`config.mk`:
```
export PLATFORM = sky130hd
export DESIGN_NAME = bus_node
export DESIGN_NICKNAME = d
export VERILOG_FILES = /design/src/rtl/bus_node.sv
export SDC_FILE = /design/constraint.sdc
export NUM_CORES = 1
export LEC_CHECK = 0
export CORE_MARGIN = 5
export CORE_UTILIZATION = 54
export DETAILED_ROUTE_END_ITERATION = 16
export HOLD_SLACK_MARGIN = 0.08
export PLACE_DENSITY = 0.75
export SETUP_SLACK_MARGIN = 0.3
export SYNTH_ARGS = -nofsm -noshare
export SYNTH_HDL_FRONTEND = slang
export SYNTH_SLANG_ARGS = --single-unit
```
`constraint.sdc`:
```
create_clock -name clock -period 1.75 [get_ports clock]
set_input_delay 0.35 -clock clock [delete_from_list [all_inputs] [get_ports clock]]
set_output_delay 0.35 -clock clock [all_outputs]
set_load 0.02 [all_outputs]
```
`src/rtl/bus_node.sv`:
```
`default_nettype none
// ============================================================================
// Module   : bus_node
// Purpose  : UART bus endpoint; receives {data, CRC-8} frames and answers
//            with an ACK/NAK byte. Define BUS_NODE_TIMEOUT_EN to enable the
//            inter-byte timeout between the data and CRC bytes.
// Revision : 1.0 - initial release
// ============================================================================

module bus_node #(
  parameter int         CLKS_PER_BIT = 434,
  parameter int         TIMEOUT_CLKS = 8680,
  parameter logic [7:0] ACK_BYTE     = 8'h06,
  parameter logic [7:0] NAK_BYTE     = 8'h15
) (
  input  logic       clock,
  input  logic       reset,
  input  logic       rx,
  output logic       tx,
  output logic [7:0] readdata,
  output logic       done,
  output logic       crc_error,
  output logic       con_error,
  output logic       busy
);

  if (CLKS_PER_BIT < 4) begin : g_bad_clks_per_bit
    $error("bus_node: CLKS_PER_BIT must be at least 4");
  end
  if (TIMEOUT_CLKS < 1) begin : g_bad_timeout
    $error("bus_node: TIMEOUT_CLKS must be positive");
  end

  localparam int                 c_cnt_w    = $clog2(CLKS_PER_BIT);
  localparam logic [c_cnt_w-1:0] c_bit_last = c_cnt_w'(CLKS_PER_BIT - 1);
  localparam logic [c_cnt_w-1:0] c_half     = c_cnt_w'(CLKS_PER_BIT / 2 - 1);

  localparam logic [1:0] c_rx_idle  = 2'd0;
  localparam logic [1:0] c_rx_start = 2'd1;
  localparam logic [1:0] c_rx_data  = 2'd2;
  localparam logic [1:0] c_rx_stop  = 2'd3;

  localparam logic [1:0] c_st_wait_data = 2'd0;
  localparam logic [1:0] c_st_wait_crc  = 2'd1;
  localparam logic [1:0] c_st_check     = 2'd2;
  localparam logic [1:0] c_st_reply     = 2'd3;

  function automatic logic [7:0] f_crc8(input logic [7:0] d);
    logic [7:0] c;
    c = d;
    for (int i = 0; i < 8; i++) begin
      c = c[7] ? ({c[6:0], 1'b0} ^ 8'h07) : {c[6:0], 1'b0};
    end
    return c;
  endfunction

  logic               r_rx_meta, r_rx_sync, r_rx_prev;
  logic               w_rx_fall;
  logic [1:0]         r_rx_state;
  logic [c_cnt_w-1:0] r_rx_cnt;
  logic [2:0]         r_rx_idx;
  logic [7:0]         r_rx_shift;
  logic               r_rx_valid, r_rx_ferr;

  logic               r_hold_full;
  logic [7:0]         r_hold_data;
  logic               w_byte_avail, w_consume, w_overrun, w_match, w_timeout;
  logic [7:0]         w_byte;

  logic [1:0]         r_state;
  logic [7:0]         r_cand, r_reply, r_readdata;
  logic               r_done, r_crc_error, r_con_error;

  logic               r_tx, r_busy;
  logic [c_cnt_w-1:0] r_tx_cnt;
  logic [3:0]         r_tx_idx;
  logic [8:0]         r_tx_frame;
  logic               w_tx_last;

  always_ff @(posedge clock) begin
    if (reset) begin
      r_rx_meta <= 1'b1;
      r_rx_sync <= 1'b1;
      r_rx_prev <= 1'b1;
    end else begin
      r_rx_meta <= rx;
      r_rx_sync <= r_rx_meta;
      r_rx_prev <= r_rx_sync;
    end
  end

  assign w_rx_fall = r_rx_prev & ~r_rx_sync;

  // Receive engine: byte-valid / framing-error pulse at mid-stop-bit
  always_ff @(posedge clock) begin
    if (reset) begin
      r_rx_state <= c_rx_idle;
      r_rx_cnt   <= '0;
      r_rx_idx   <= '0;
      r_rx_shift <= '0;
      r_rx_valid <= 1'b0;
      r_rx_ferr  <= 1'b0;
    end else begin
      r_rx_valid <= 1'b0;
      r_rx_ferr  <= 1'b0;
      case (r_rx_state)
        c_rx_idle: begin
          if (w_rx_fall) begin
            r_rx_state <= c_rx_start;
            r_rx_cnt   <= '0;
          end
        end
        c_rx_start: begin
          if (r_rx_cnt == c_half) begin
            r_rx_cnt   <= '0;
            r_rx_idx   <= '0;
            r_rx_state <= r_rx_sync ? c_rx_idle : c_rx_data;
          end else begin
            r_rx_cnt <= r_rx_cnt + 1'b1;
          end
        end
        c_rx_data: begin
          if (r_rx_cnt == c_bit_last) begin
            r_rx_cnt   <= '0;
            r_rx_shift <= {r_rx_sync, r_rx_shift[7:1]};
            r_rx_idx   <= r_rx_idx + 1'b1;
            if (r_rx_idx == 3'd7) begin
              r_rx_state <= c_rx_stop;
            end
          end else begin
            r_rx_cnt <= r_rx_cnt + 1'b1;
          end
        end
        c_rx_stop: begin
          if (r_rx_cnt == c_bit_last) begin
            r_rx_cnt   <= '0;
            r_rx_state <= c_rx_idle;
            r_rx_valid <= r_rx_sync;
            r_rx_ferr  <= ~r_rx_sync;
          end else begin
            r_rx_cnt <= r_rx_cnt + 1'b1;
          end
        end
        default: r_rx_state <= c_rx_idle;
      endcase
    end
  end

  // A held byte is older than one arriving this cycle, so it is served first
  assign w_byte_avail = r_hold_full | r_rx_valid;
  assign w_byte       = r_hold_full ? r_hold_data : r_rx_shift;
  assign w_consume    = w_byte_avail &
                        ((r_state == c_st_wait_data) | (r_state == c_st_wait_crc));
  assign w_overrun    = r_rx_valid & r_hold_full & ~w_consume;
  assign w_match      = (f_crc8(r_cand) == w_byte);

  always_ff @(posedge clock) begin
    if (reset) begin
      r_hold_full <= 1'b0;
      r_hold_data <= '0;
    end else if (r_rx_valid && (r_hold_full || !w_consume)) begin
      r_hold_full <= 1'b1;
      r_hold_data <= r_rx_shift;
    end else if (w_consume) begin
      r_hold_full <= 1'b0;
    end
  end

`ifdef BUS_NODE_TIMEOUT_EN
  localparam int                c_to_w    = $clog2(TIMEOUT_CLKS + 1);
  localparam logic [c_to_w-1:0] c_to_last = c_to_w'(TIMEOUT_CLKS - 1);
  logic              w_rx_start_det;
  logic [c_to_w-1:0] r_to_cnt;

  assign w_rx_start_det = (r_rx_state == c_rx_idle) & w_rx_fall;

  always_ff @(posedge clock) begin
    if (reset || r_state != c_st_wait_crc || w_rx_start_det) begin
      r_to_cnt <= '0;
    end else if (r_to_cnt != c_to_last) begin
      r_to_cnt <= r_to_cnt + 1'b1;
    end
  end

  assign w_timeout = (r_state == c_st_wait_crc) & (r_to_cnt == c_to_last) & ~w_byte_avail;
`else
  assign w_timeout = 1'b0;
`endif

  // Frame FSM: the CRC verdict is registered on entry to CHECK
  always_ff @(posedge clock) begin
    if (reset) begin
      r_state     <= c_st_wait_data;
      r_cand      <= '0;
      r_reply     <= '0;
      r_readdata  <= '0;
      r_done      <= 1'b0;
      r_crc_error <= 1'b0;
      r_con_error <= 1'b0;
    end else begin
      r_done      <= 1'b0;
      r_crc_error <= 1'b0;
      r_con_error <= r_rx_ferr | w_overrun | w_timeout;
      case (r_state)
        c_st_wait_data: begin
          if (w_byte_avail) begin
            r_cand  <= w_byte;
            r_state <= c_st_wait_crc;
          end
        end
        c_st_wait_crc: begin
          if (w_byte_avail) begin
            r_state <= c_st_check;
            if (w_match) begin
              r_readdata <= r_cand;
              r_done     <= 1'b1;
              r_reply    <= ACK_BYTE;
            end else begin
              r_crc_error <= 1'b1;
              r_reply     <= NAK_BYTE;
            end
          end else if (r_rx_ferr || w_timeout) begin
            r_state <= c_st_wait_data;
          end
        end
        c_st_check: r_state <= c_st_reply;
        c_st_reply: begin
          if (w_tx_last) begin
            r_state <= c_st_wait_data;
          end
        end
        default: r_state <= c_st_wait_data;
      endcase
    end
  end

  assign w_tx_last = r_busy & (r_tx_cnt == c_bit_last) & (r_tx_idx == 4'd9);

  // Transmit engine: start bit goes out the cycle after CHECK
  always_ff @(posedge clock) begin
    if (reset) begin
      r_tx       <= 1'b1;
      r_busy     <= 1'b0;
      r_tx_cnt   <= '0;
      r_tx_idx   <= '0;
      r_tx_frame <= '1;
    end else if (r_state == c_st_check) begin
      r_tx       <= 1'b0;
      r_busy     <= 1'b1;
      r_tx_cnt   <= '0;
      r_tx_idx   <= '0;
      r_tx_frame <= {1'b1, r_reply};
    end else if (r_busy) begin
      if (r_tx_cnt == c_bit_last) begin
        r_tx_cnt <= '0;
        if (r_tx_idx == 4'd9) begin
          r_busy <= 1'b0;
          r_tx   <= 1'b1;
        end else begin
          r_tx_idx   <= r_tx_idx + 1'b1;
          r_tx       <= r_tx_frame[0];
          r_tx_frame <= {1'b1, r_tx_frame[8:1]};
        end
      end else begin
        r_tx_cnt <= r_tx_cnt + 1'b1;
      end
    end
  end

  assign tx        = r_tx;
  assign busy      = r_busy;
  assign readdata  = r_readdata;
  assign done      = r_done;
  assign crc_error = r_crc_error;
  assign con_error = r_con_error;

endmodule

`default_nettype wire

```
==> results.md, run 1 <==
- reported leakage power: 2.08 nW
- Post-DP HPWL: 5.44 mm
- Hold Path Stages: 3
- # fillers: 474
- num rows: 31
- final critical-path share of the clock period: 1.12
- Max VDD drop: 0.000385 V
- footprint of the multi-input gates: 2530 um^2
- final worst slack: -0.209 ns
- Critical Path Fanout Max: 5
- Synthesis Warnings: 0
- cell depth of the worst flop-to-flop path: 6
- TritonRoute pass-1 iters: 4
- synthesized netlist net count: 423
- Seq/Total Area, Yosys: 0.425
- hold bufs inserted after CTS: 0
- number of sinks on the clock net: 83
- global-route congestion overflow total: 0
- number of violations reported at the end of detailed-routing iteration 0: 128
- clock tree from TritonCTS: done
- floorplan die area: 9040 um^2
- clock slew seen by the registers of the worst setup and hold paths: 0.09 ns
- required time worst endpoint: 2.02 ns
- worst max-slew margin expressed relative to the limit: 0.683
- gr busiest metal: met2
- nets@finish: 509
- max-capacitance violation count: 0
- count of input and output buffers: 15
- share of post-route cells with drive strength above 1: 0.386
- timing-limited maximum frequency: 510 MHz
- number of placed I/O pins: 16
- violations in the final reports: negative setup slack
- met1 Track Usage GR: 0.255
- final setup skew: 0.00864 ns
- distinct cell type count of the synthesized netlist: 59
- fraction of the core area covered by cells at the end of the flow: 0.760
- Via density: 5.48
- dominant register cell in the synthesized netlist: sky130_fd_sc_hd__dfxtp_1
- transition time of the tightest slew-check pin: 0.474 ns
- Longest Clk Path Bufs: 2
- GPL Wtd Cong: 0.826
- Critical Path End Type: flop
- FF-to-FF Start: r_cand[2]
- number of antenna cells inserted: 0
- Yosys top cell by area: sky130_fd_sc_hd__dfxtp_1
- root cell of the clock tree: sky130_fd_sc_hd__clkbuf_8
- WL final: 9.80 mm
- Initial Util: 0.548
- Seq cells post-synth: 83
- area grow syn2layout: 38.7%
- post-route DRC violation count: 0
- die outline width: 95.1 um
- routing usage on met3: 0.0379
- register-to-register setup slack: -0.21 ns
- Mapped Area: 3910 um^2
- placeable core area: 7140 um^2
- run status: finished, violations left
- Critical R2R Capture: readdata[7]
- number of flops mapped to enable cells by yosys: 0
- FF+latch area: 1680 um^2
- Post-Synthesis Mean Instance Area: 9.51 um^2
- Min Clock Period, post-route: 1.96 ns
- met2 Use GR: 0.356
- average wire per cell in the routed design: 16.3 um
- total clock buffers created by CTS: 9
- Final setup violation count: 12
- portion of synthesized cell area occupied by the leading cell type: 0.425
- launch instance of the worst min-delay path: reset
- hold path endpoint: r_tx_idx[2]
- GR Util All Layers: 0.206
- post-route antenna net violation count: 0
- Slew Limit Fails: 0
- Synth area leaders: sky130_fd_sc_hd__dfxtp_1 (42%), sky130_fd_sc_hd__mux2i_1 (9.7%), sky130_fd_sc_hd__nor2_1 (5.6%)
- largest net degree at the start of global routing: 78
- kind of critical path: reg2reg
- Die Y-Extent: 95.1 um
- vias in the first global route: 3129
- wire length of the first global-routing pass: 14.6 mm
- Final Hold Slack: 0.372 ns
- overall power: 3.28 mW
- Skew-Pair Late Insertion Delay: 0.35 ns
- Crit path arrival time: 2.23 ns
- Final Hold Vio Count: 0
- CP startpoint kind: flop
- CTS H-tree lvls: 3
- RSZ-0062 raised after global routing: yes
- vias after detailed routing: 3295
- async set-or-reset flop fraction in the synthesized netlist: 0
- Pwr per Cell Area: 605 nW/um^2
- initial antenna violation count: 0
- type of the worst min-delay path: in2reg
- Setup Slack @ Placement: -0.260 ns
- post-synthesis cell count: 411
## cells in the mapped netlist, types with 2 or more instances
master,instances
sky130_fd_sc_hd__a211oi_1,12
sky130_fd_sc_hd__a21oi_1,28
sky130_fd_sc_hd__and3_1,3
sky130_fd_sc_hd__and4bb_2,2
sky130_fd_sc_hd__buf_6,4
sky130_fd_sc_hd__clkbuf_1,11
sky130_fd_sc_hd__clkbuf_8,2
sky130_fd_sc_hd__dfxtp_1,83
sky130_fd_sc_hd__ha_1,9
sky130_fd_sc_hd__inv_1,10
sky130_fd_sc_hd__mux2i_1,38
sky130_fd_sc_hd__nand2_1,17
sky130_fd_sc_hd__nand2b_1,20
sky130_fd_sc_hd__nand3_1,6
sky130_fd_sc_hd__nand3b_1,5
sky130_fd_sc_hd__nand4_1,6
sky130_fd_sc_hd__nor2_1,58
sky130_fd_sc_hd__nor2_2,2
sky130_fd_sc_hd__nor2b_1,5
sky130_fd_sc_hd__nor3_1,5
sky130_fd_sc_hd__nor3_2,2
sky130_fd_sc_hd__nor4_1,2
sky130_fd_sc_hd__o2111ai_1,3
sky130_fd_sc_hd__o21ai_0,13
sky130_fd_sc_hd__o21ai_2,2
sky130_fd_sc_hd__o21bai_1,3
sky130_fd_sc_hd__or2_1,2
sky130_fd_sc_hd__or2_2,8
sky130_fd_sc_hd__xnor2_1,9
sky130_fd_sc_hd__xnor3_1,4
sky130_fd_sc_hd__xor2_1,9
## how the worst max path moves through the flow
stage	start	slack, ns	endpoint	cells after the start
after floorplan	r_tx_cnt[1]	0.08	r_tx_frame[1]	8
after global placement	r_hold_full	-0.16	readdata[5]	7
after detailed placement	r_hold_full	-0.26	readdata[6]	7
after CTS	r_hold_full	-0.15	readdata[6]	7
after global routing	r_cand[2]	-0.27	readdata[7]	6
final	r_cand[2]	-0.21	readdata[7]	6
## critical path, stage by stage (launching register included)
cell	delay (ns)
sky130_fd_sc_hd__dfxtp_2	0.45
sky130_fd_sc_hd__xor2_1	0.43
sky130_fd_sc_hd__a221oi_4	0.16
sky130_fd_sc_hd__nor3_4	0.17
sky130_fd_sc_hd__o2111a_2	0.29
sky130_fd_sc_hd__buf_12	0.14
sky130_fd_sc_hd__mux2i_2	0.22
## cell usage in the layout, fill, tap and decap left out, drive strengths merged, types with 10 or more instances in the layout
master,count
dlygate4sd2,12
buf,77
dfxtp,83
a21oi,28
nand2,19
nor2,60
clkbuf,12
nand2b,20
o21ai,16
a211oi,12
inv,11
or2,10
mux2i,39
## flip-flops by register name, summed over array words and instances, names as in the netlist, 3 cells and up, named ones only
register     count
r_hold_data      8
r_tx_frame       8
readdata         8
r_cand           8
r_tx_cnt         9
r_rx_cnt         9
r_reply          3
r_rx_shift       8
r_rx_idx         3
r_tx_idx         4
## area by class of cell
cell class                      count  area share
Sequential cell                    83       0.309
Clock inverter                      7     0.00969
Inverter                           10     0.00692
Multi-Input combinational cell    300       0.467
Tap cell                           99      0.0228
Timing Repair Buffer               93       0.161
Clock buffer                        9      0.0228
## per-layer routing
metal	up-vias	routed length, um
met4	0	143
met2	57	5170
li1	1614	-
met1	1609	4220
met3	15	264
met5	-	0
## report_power, final
group	switching (mW)	internal, mW
clock network	0.725	0.522
logic	0.0802	0.0557
registers	0.00741	1.89
total	0.812	2.47
## logic make-up after synthesis
family / Yosys count / share of synthesized area
multiplexers: 39 / 0.103
buffers and inverters: 29 / 0.0426
adder cells (fa/ha/maj): 9 / 0.0288
XOR/XNOR: 23 / 0.0694
AO/OA/AOI/OAI: 73 / 0.117
flip-flops: 83 / 0.425
AND/OR/NAND/NOR: 155 / 0.214
## stage by stage
step           instances  area [um^2]  TNS [ns]
4_1_cts              589         5150     -1.17
5_1_grt              601         5420     -3.04
6_report             601         5420     -1.61
3_5_place_dp         557         4540     -2.64
3_3_place_gp         557         4540     -1.40
2_1_floorplan        411         4010         0
## repair_timing
action,CTS,global route
gates resized for setup,82,45
setup endpoints to repair,78,65
buffers inserted,13,11
pin swaps,28,29
gates cloned,3,1
(Power assumes the default switching activity.)
==> inputs of run 2 (changes only) <==
Settings changed: HOLD_SLACK_MARGIN 0.08 to 0.03.
==> results of run 2 <==
The final DEF is identical to that of run 1; final timing and power are the same.
